==> src/rtl/elevator_pkg.sv <==
// Shared types and constants for the four-floor elevator controller.
package elevator_pkg;

    localparam int unsigned NUM_FLOORS = 4;

    localparam logic DIR_UP      = 1'b1;
    localparam logic DIR_DOWN    = 1'b0;
    localparam logic DOOR_OPEN   = 1'b1;
    localparam logic DOOR_CLOSED = 1'b0;

    typedef logic [1:0] floor_t;

    typedef enum logic [1:0] {
        IDLE = 2'd0,
        OPEN = 2'd1,
        MOVE = 2'd2
    } state_e;

endpackage

==> src/rtl/elevator_controller_request_scan.sv <==
// Combinational SCAN helper: reports whether any pending request lies strictly ahead of
// or strictly behind the given floor, relative to the travel direction.
module request_scan
    import elevator_pkg::*;
(
    input  logic [NUM_FLOORS-1:0] pending_i,
    input  floor_t                floor_i,
    input  logic                  dir_i,
    output logic                  any_ahead_o,
    output logic                  any_behind_o
);

    logic any_above;
    logic any_below;

    always_comb begin
        any_above = 1'b0;
        any_below = 1'b0;
        for (int i = 0; i < NUM_FLOORS; i++) begin
            if (pending_i[i]) begin
                if (i > int'(floor_i)) any_above = 1'b1;
                if (i < int'(floor_i)) any_below = 1'b1;
            end
        end
    end

    assign any_ahead_o  = (dir_i == DIR_UP) ? any_above : any_below;
    assign any_behind_o = (dir_i == DIR_UP) ? any_below : any_above;

endmodule

==> src/rtl/elevator_controller.sv <==
// Four-floor SCAN elevator sequencer with timed travel and door dwell.
// Optional door hold input enabled by defining ELEVATOR_DOOR_HOLD_EN.
module elevator_controller
    import elevator_pkg::*;
#(
    parameter int unsigned TRAVEL_CYCLES = 50_000_000,
    parameter int unsigned DOOR_CYCLES   = 100_000_000,
    parameter int unsigned CNT_W         = 27
) (
    input  logic                  clk,
    input  logic                  rst_n,
    input  logic [NUM_FLOORS-1:0] req_btn,
`ifdef ELEVATOR_DOOR_HOLD_EN
    input  logic                  door_hold,
`endif
    output logic [1:0]            current_floor,
    output logic                  ud_state,
    output logic                  oc_state,
    output logic [NUM_FLOORS-1:0] pending
);

    localparam logic [CNT_W-1:0] TRAVEL_LAST = CNT_W'(TRAVEL_CYCLES - 1);
    localparam logic [CNT_W-1:0] DOOR_LAST   = CNT_W'(DOOR_CYCLES - 1);

    state_e                  state_q, state_d;
    logic [CNT_W-1:0]        timer_q, timer_d;
    floor_t                  floor_q, floor_d;
    logic                    dir_q, dir_d;
    logic [NUM_FLOORS-1:0]   pending_q, pending_d;

    floor_t                  arrive_floor;
    logic [NUM_FLOORS-1:0]   cur_mask;
    logic [NUM_FLOORS-1:0]   arrive_mask;
    logic [NUM_FLOORS-1:0]   merged;
    logic [NUM_FLOORS-1:0]   scan_pending;
    logic                    any_ahead;
    logic                    any_behind;

    assign arrive_floor = (dir_q == DIR_UP) ? floor_t'(floor_q + 2'd1)
                                            : floor_t'(floor_q - 2'd1);
    assign cur_mask     = NUM_FLOORS'(1) << floor_q;
    assign arrive_mask  = NUM_FLOORS'(1) << arrive_floor;
    assign merged       = pending_q | req_btn;

    // While moving, requests strictly ahead of floor_q other than the arrival floor are
    // exactly those strictly ahead of the arrival floor.
    assign scan_pending = (state_q == MOVE) ? (merged & ~arrive_mask) : pending_q;

    request_scan u_scan (
        .pending_i    (scan_pending),
        .floor_i      (floor_q),
        .dir_i        (dir_q),
        .any_ahead_o  (any_ahead),
        .any_behind_o (any_behind)
    );

    always_ff @(posedge clk or negedge rst_n) begin
        if (!rst_n) begin
            state_q   <= IDLE;
            timer_q   <= '0;
            floor_q   <= '0;
            dir_q     <= DIR_UP;
            pending_q <= '0;
        end else begin
            state_q   <= state_d;
            timer_q   <= timer_d;
            floor_q   <= floor_d;
            dir_q     <= dir_d;
            pending_q <= pending_d;
        end
    end

    always_comb begin
        state_d   = state_q;
        timer_d   = timer_q;
        floor_d   = floor_q;
        dir_d     = dir_q;
        // The current floor is serviced by the door rather than latched.
        pending_d = pending_q | (req_btn & ~cur_mask);

        unique case (state_q)
            IDLE: begin
                timer_d = '0;
                if (req_btn[floor_q]) begin
                    state_d = OPEN;
                end else if (any_ahead) begin
                    state_d = MOVE;
                end else if (any_behind) begin
                    dir_d   = ~dir_q;
                    state_d = MOVE;
                end
            end

            OPEN: begin
                if (req_btn[floor_q]) begin
                    timer_d = '0;
`ifdef ELEVATOR_DOOR_HOLD_EN
                end else if (door_hold) begin
                    timer_d = timer_q;
`endif
                end else if (timer_q == DOOR_LAST) begin
                    timer_d = '0;
                    state_d = IDLE;
                end else begin
                    timer_d = timer_q + 1'b1;
                end
            end

            MOVE: begin
                pending_d = merged;
                if (timer_q == TRAVEL_LAST) begin
                    timer_d = '0;
                    floor_d = arrive_floor;
                    // Arrival clear beats a same-cycle request for that floor.
                    if (merged[arrive_floor]) begin
                        pending_d = merged & ~arrive_mask;
                        state_d   = OPEN;
                    end else if (!any_ahead) begin
                        state_d = IDLE;
                    end
                end else begin
                    timer_d = timer_q + 1'b1;
                end
            end

            default: begin
                state_d = IDLE;
                timer_d = '0;
            end
        endcase
    end

    assign current_floor = floor_q;
    assign ud_state      = dir_q;
    assign oc_state      = (state_q == OPEN) ? DOOR_OPEN : DOOR_CLOSED;
    assign pending       = pending_q;

    a_no_wrap: assert property (@(posedge clk) disable iff (!rst_n)
        (state_q == MOVE) |-> !((floor_q == 2'd3 && dir_q == DIR_UP) ||
                                (floor_q == 2'd0 && dir_q == DIR_DOWN)));

endmodule

==> config.mk <==
export PLATFORM = sky130hd
export DESIGN_NAME = elevator_controller
export DESIGN_NICKNAME = d
export VERILOG_FILES = /design/src/rtl/elevator_pkg.sv /design/src/rtl/elevator_controller_request_scan.sv /design/src/rtl/elevator_controller.sv
export SDC_FILE = /design/constraint.sdc
export NUM_CORES = 1
export LEC_CHECK = 0
export BUFFER_PORTS_ARGS = -buffer_cell sky130_fd_sc_hd__clkbuf_2
export CAP_MARGIN = 20
export CORE_UTILIZATION = 64
export DETAILED_ROUTE_END_ITERATION = 10
export PLACE_DENSITY = 0.84
export SYNTH_ARGS = -nofsm -noshare
export SYNTH_HDL_FRONTEND = slang
export SYNTH_SLANG_ARGS = --single-unit
export TNS_END_PERCENT = 5
==> constraint.sdc <==
create_clock -name clk -period 8.3 [get_ports clk]
set_input_delay 1.66 -clock clk [delete_from_list [all_inputs] [get_ports clk]]
set_output_delay 1.66 -clock clk [all_outputs]
set_load 0.03 [all_outputs]
==> results of run 1 <==
## kinds of logic (layout without fill, tap and decap cells)
kind of cell,count (synthesis),in the layout,share of synthesized area
and+or+nand+nor,100,100,0.235
DFF,36,36,0.429
AOI/OAI and AO/OA,31,31,0.0999
xor gates and xnor gates,28,28,0.120
buffers and inverters,15,32,0.0291
adders and majority gates,9,9,0.0535
muxes,4,4,0.0333
## path summary, 6_finish.rpt
check | from | slack, ps | cells past startpoint | end
max | current_floor[0]$_DFFE_PN0P_ | 4950 | 8 | state_q[0]$_DFFE_PN0P_
min | timer_q[0]$_DFF_PN0_ | 490 | 1 | timer_q[0]$_DFF_PN0_
max reg2reg | current_floor[0]$_DFFE_PN0P_ | 4950 | 8 | state_q[0]$_DFFE_PN0P_
min reg2reg | timer_q[0]$_DFF_PN0_ | 490 | 1 | timer_q[0]$_DFF_PN0_
max in group asynchronous | rst_n | 6340 | 1 | timer_q[20]$_DFF_PN0_
min in group asynchronous | rst_n | 1410 | 1 | timer_q[5]$_DFF_PN0_
## metal layers
layer / up-vias / GRT usage / part of all wire
met2: 57 / 0.435 / 0.47
met5: - / 0 / 0
met3: 12 / 0.0611 / 0.049
met4: 0 / 0.116 / 0.016
met1: 760 / 0.372 / 0.46
li1: 810 / - / -
## flip-flops by register name (all words and copies together), names as in the netlist
signal and flops:
timer_q 27, current_floor 2, state_q 2, pending 4, ud_state 1
## critical path, stage by stage (launching register included)
cell and delay, ps:
dfrtp_1 560, inv_1 210, ha_1 400, xnor2_1 460, a2111oi_0 260, o31ai_2 360, a211oi_1 140, a2111oi_2 490
mux2_1 360
## metrics by stage
stage | area [µm²] | cells | utilization | total power [mW] | hold WS, ps
floorplan | 2100 | 223 | - | 0.265 | 455
global placement | 2200 | 276 | 0.716 | 0.285 | 478
detailed placement | 2200 | 276 | 0.716 | 0.286 | 479
CTS | 2270 | 284 | 0.737 | 0.388 | 495
global route | 2270 | 284 | 0.737 | 0.406 | 532
finish | 2270 | 284 | 0.737 | 0.385 | 490
## power by group through the flow
stage          clock [mW]  sequential [mW]  combinational (mW)
2_1_floorplan           0            0.194              0.0709
3_3_place_gp            0            0.193              0.0915
3_5_place_dp            0            0.194              0.0927
4_1_cts             0.105            0.190              0.0930
5_1_grt             0.110            0.191               0.104
6_report            0.102            0.190              0.0926
## layout by cell type (no fill, tap or decap), types with 2 or more instances in the layout
cell       Yosys  routed
a211oi_1       4       4
o21ai_0        4       4
xor2_1        11      11
nand3_1       10      10
clkbuf_2       0      13
ha_1           9       9
and2_1         3       3
and3_1         2       2
nand2_1       16      16
and4_1         4       4
nor2_1        43      43
nor2b_1        4       4
inv_1         11      11
a21oi_1       14      14
clkbuf_4       0       5
xnor2_1       16      16
a2111oi_0      2       2
dfrtp_1       35      35
nor4_1         2       2
nand4_1        8       8
## cell type report
cell class | count | area [µm²]
Multi-Input combinational cell | 172 | 1140
Inverter | 11 | 41.3
Clock buffer | 6 | 51.3
Tap cell | 44 | 55.1
Clock inverter | 2 | 13.8
Sequential cell | 36 | 902
Fill cell | 229 | 808
Timing Repair Buffer | 13 | 65.1
==> flow_summary.ini, run 1 <==
[worst_setup_path]
cp_data_arrival_time_ps = 3590
path_class = reg2reg
critPathCaptureType = register
cp_max_fo = 9
start_kind = register
worstPathRequired_ps = 8540

[cts]
post_cts_buffers = 0
clkSinkCount = 36
cts_max_level = 2
clk_pin_slew_ps = 120
post_cts_resized = 0
clkLatencyLatePin_ps = 340
root_buffer = clkbuf_4
cts_tree = built
cts-hold-fix-buffers = 0
cts.path.max_buffers = 2
cts-buffers-inserted = 5

[timing]
finalCritPeriodShare = 0.404
fin_setup_tns_ps = 0
finClkSkew_ps = 9.78
setup_viol = 0
hold_viol = 0
drv_slew = 0
rsz0062_at_grt = false
timing.slew.headroom = 0.333
setup_ws_ps = 4950
worstMarginPinSlew_ps = 1000
fmax_mhz = 298
period_minus_slack_ps = 3350

[layout]
drive_gt1_frac = 0.117
nets = 254
num_antenna_cells = 0
syn_to_final_growth_pct = 7.85

[grt]
overflow = 0
grt_usage = 0.277
antenna_found_initial = 0
grt_max_degree = 37
grt_pass1_wl_um = 7220
grt_pass1_vias = 1646

[power_and_ir_drop]
vdd_ir_drop_max_mv = 0.114
power_frac_seq = 0.494
intPower_uw = 254
power_switching_share = 0.340
leakagePower_nw = 0.928
pwr-share-comb = 0.241
power_switching_uw = 131
clkPwrFrac = 0.266
powerDensity_nw_per_um2 = 170

[logic_synthesis]
synth_cells = 223
synth_edf_count = 0
synth_area_leaders = dfrtp_1 42%, nor2_1 7.7%, xnor2_1 6.7%, ha_1 5.4%, xor2_1 4.6%
synth_top_area_cell = dfrtp_1
synth.avg_cell_area_um2 = 9.44
syn_area_um2 = 2100
yosysWarnings = 0
synth_cell_type_count = 40
yosysMostFrequentCell = nor2_1
synth_top_area_frac = 0.416
ys_seq_area_frac = 0.429
yosys_most_used_dff = dfrtp_1
synth_seq_cells = 36
synth-async-reset-ratio = 1.00
synth_fp_nets = 238
synth_commonest_cells = 43 x nor2_1, 35 x dfrtp_1, 16 x nand2_1, 16 x xnor2_1, 14 x a21oi_1

[die]
die_h_um = 59.3
fp.dieW_um = 59.3
core_area_um2 = 3080
die-area_um2 = 3520
io_pins = 14
initial_core_util = 0.684
rows = 20

[placement]
place.gp.congestion = 0.905
io_buffers = 13
dp_hpwl_um = 2950
dp_slack_ps = 4710

[routing]
drtPass1Iterations = 6
drcViolationCount = 0
wirelength_um = 4110
drtIter0Drc = 125
wl_per_cell_um = 14.5
drtAntennaViolNets = 0
vias = 1639
viasPerCell = 5.77

[outcome]
status = complete, no violations

[flow_run]
max_cap_viol_count = 0

[worst_hold_path]
hp-class = reg2reg
No activity file was read; power rests on OpenSTA's default activity.
==> run 2, diff against run 1 <==
ABC_AREA = 1   (was not set)
CORE_UTILIZATION = 55   (was 64)
PLACE_DENSITY = 0.76   (was 0.84)
clock period = 2.85 ns   (was 8.3 ns; I/O delays follow)
==> run 2 against run 1 <==
Against the previous run:
- count of clock-buffer cells in the layout unchanged
- sequential power grew to 3.1 times the previous value
- worst setup slack lost 4400 ps
- register-to-register slack got worse by 4400 ps
- sequential share of layout area decreased by 4.2 points
- non-clock buffer count stayed put
- core utilization is 11 points lower
- power increased to 4.0 times the previous value
==> flow_summary.ini, run 2 <==
[die]
die-area_um2 = 4510
fp.dieW_um = 67.2
core_area_um2 = 4030
rows = 23
initial_core_util = 0.580
die_h_um = 67.2
io_pins = 14

[power_and_ir_drop]
vdd_ir_drop_max_mv = 0.362
leakagePower_nw = 1.14
powerDensity_nw_per_um2 = 607

[layout]
drive_gt1_frac = 0.146
syn_to_final_growth_pct = 8.73
mostFrequentLayoutCells = 68 x nand2_1, 38 x nor2_1, 35 x dfrtp_1
final_util = 0.631
nets = 335
largest_register_ffs = 27
top_register = timer_q
num_antenna_cells = 0
final_common_cell = nand2_1

[worst_setup_path]
crit_buf_inv = 2
cp_data_arrival_time_ps = 2490
crit_chain = inv_1 > ha_1 > inv_1 > nand2_1 > nand2_1 > nand2_1 > nand2_1 > nand2_1 > nand2_1 > nand3_1 > nand2_1 > nand2_1 > nand2_1 > nand2_1 > nand2_1 > nand2_1
cp_max_fo = 10
critPathMostFrequentCell = nand2_1
slowest_delay_ps = 520
slowest_stage = dfrtp_1
start_kind = register
path_class = reg2reg
cp_top_family = simple AND/OR/NAND/NOR gates
worstPathRequired_ps = 3030
ff2ff_setup_slack_ps = 540
critPathCaptureType = register

[routing]
wl_per_cell_um = 12.3
drtPass1Iterations = 4
drtAntennaViolNets = 0
drtIter0Drc = 146
wirelength_um = 4570
drcViolationCount = 0
viasPerCell = 5.33
vias = 1976

[logic_synthesis]
yosysMostFrequentCell = nand2_1
synth_cells = 304
yosys_most_used_dff = dfrtp_1
synth_seq_cells = 36
synth_commonest_cells = 68 x nand2_1, 38 x nor2_1, 35 x dfrtp_1
yosysWarnings = 0
synth-async-reset-ratio = 1.00
synth_top_area_cell = dfrtp_1
ys_seq_area_frac = 0.386
synth_edf_count = 0
synth.avg_cell_area_um2 = 7.69
synth_area_leaders = dfrtp_1 37%, nand2_1 11%, xor2_1 6.4%, nor2_1 6.1%, inv_1 5.0%
synth_fp_nets = 319
syn_area_um2 = 2340
synth_top_area_frac = 0.375
synth_cell_type_count = 37

[outcome]
status = complete, no violations

[timing]
finalCritPeriodShare = 0.810
worstMarginPinSlew_ps = 883
setup_viol = 0
fin_setup_tns_ps = 0
hold_viol = 0
fmax_mhz = 433
timing.slew.headroom = 0.411
rsz0062_at_grt = false
period_minus_slack_ps = 2310
finClkSkew_ps = 8.59
drv_slew = 0

[grt]
use_met1 = 0.306
grt-busiest-layer = met2
met2_usage = 0.395
antenna_found_initial = 0
use_met3 = 0.0541
overflow = 0
grt_pass1_vias = 1874
grt_pass1_wl_um = 8140
grt_max_degree = 37
grt_usage = 0.241

[worst_hold_path]
hp-class = in2async

[cts]
clkSinkCount = 36
clkLatencyLatePin_ps = 290
post_cts_resized = 0
cts-hold-fix-buffers = 0
cts.path.max_buffers = 2
post_cts_buffers = 0
root_buffer = clkbuf_8
clk_pin_slew_ps = 80
cts-buffers-inserted = 5
cts_tree = built
cts_max_level = 2

[placement]
io_buffers = 13
dp_hpwl_um = 3390
place.gp.congestion = 0.891

[flow_run]
max_cap_viol_count = 0
-- run 2: path summary, 6_finish.rpt --
path / from / to / depth (start not counted)
setup / recovery: current_floor[0]$_DFFE_PN0P_ / state_q[1]$_DFFE_PN0P_ / 16
hold / removal: rst_n / current_floor[1]$_DFFE_PN0P_ / 1
setup reg to reg: current_floor[0]$_DFFE_PN0P_ / state_q[1]$_DFFE_PN0P_ / 16
hold reg to reg: timer_q[0]$_DFF_PN0_ / timer_q[0]$_DFF_PN0_ / 1
max in group asynchronous: rst_n / state_q[1]$_DFFE_PN0P_ / 1
min in group clk: timer_q[0]$_DFF_PN0_ / timer_q[0]$_DFF_PN0_ / 1
-- run 2: cell type report --
class | count | area, µm²
inverter | 34 | 128
clock inverter | 2 | 35.0
tap | 50 | 62.6
clock buffer | 6 | 72.6
fill | 373 | 1490
timing repair buffer | 13 | 65.1
multi-input combinational | 230 | 1280
sequential | 36 | 902
-- run 2: routing by layer --
metal,up-vias,part of all wire
met2,50,0.48
met4,0,0.014
li1,1018,-
met5,-,0
met1,901,0.46
met3,7,0.044
-- run 2: where the power goes --
part | internal, mW | total [mW] | leakage, nW | switching, mW
sequential | 0.559 | 0.597 | 0.483 | 0.0378
clock | 0.260 | 0.449 | 0.0552 | 0.189
combinational | 0.154 | 0.498 | 0.598 | 0.343
-- run 2: cells by family after synthesis --
kind of cell / count (synthesis) / share of synthesized area
AND/OR/NAND/NOR: 173 / 0.355
buffers and inverters: 38 / 0.0680
flip-flops: 36 / 0.386
AO/OA/AOI/OAI: 29 / 0.0712
XOR/XNOR: 19 / 0.0712
adder cells (fa/ha/maj): 9 / 0.0482
-- run 2: through the flow --
step	power, mW	cell area (µm²)	hold slack [ps]	instances	worst slack (ps)
floorplan	1.02	2340	274	304	614
global placement	1.10	2430	438	363	695
detailed placement	1.11	2430	459	363	570
CTS	1.56	2540	422	371	551
global route	1.67	2540	472	371	260
finish	1.54	2540	385	371	542
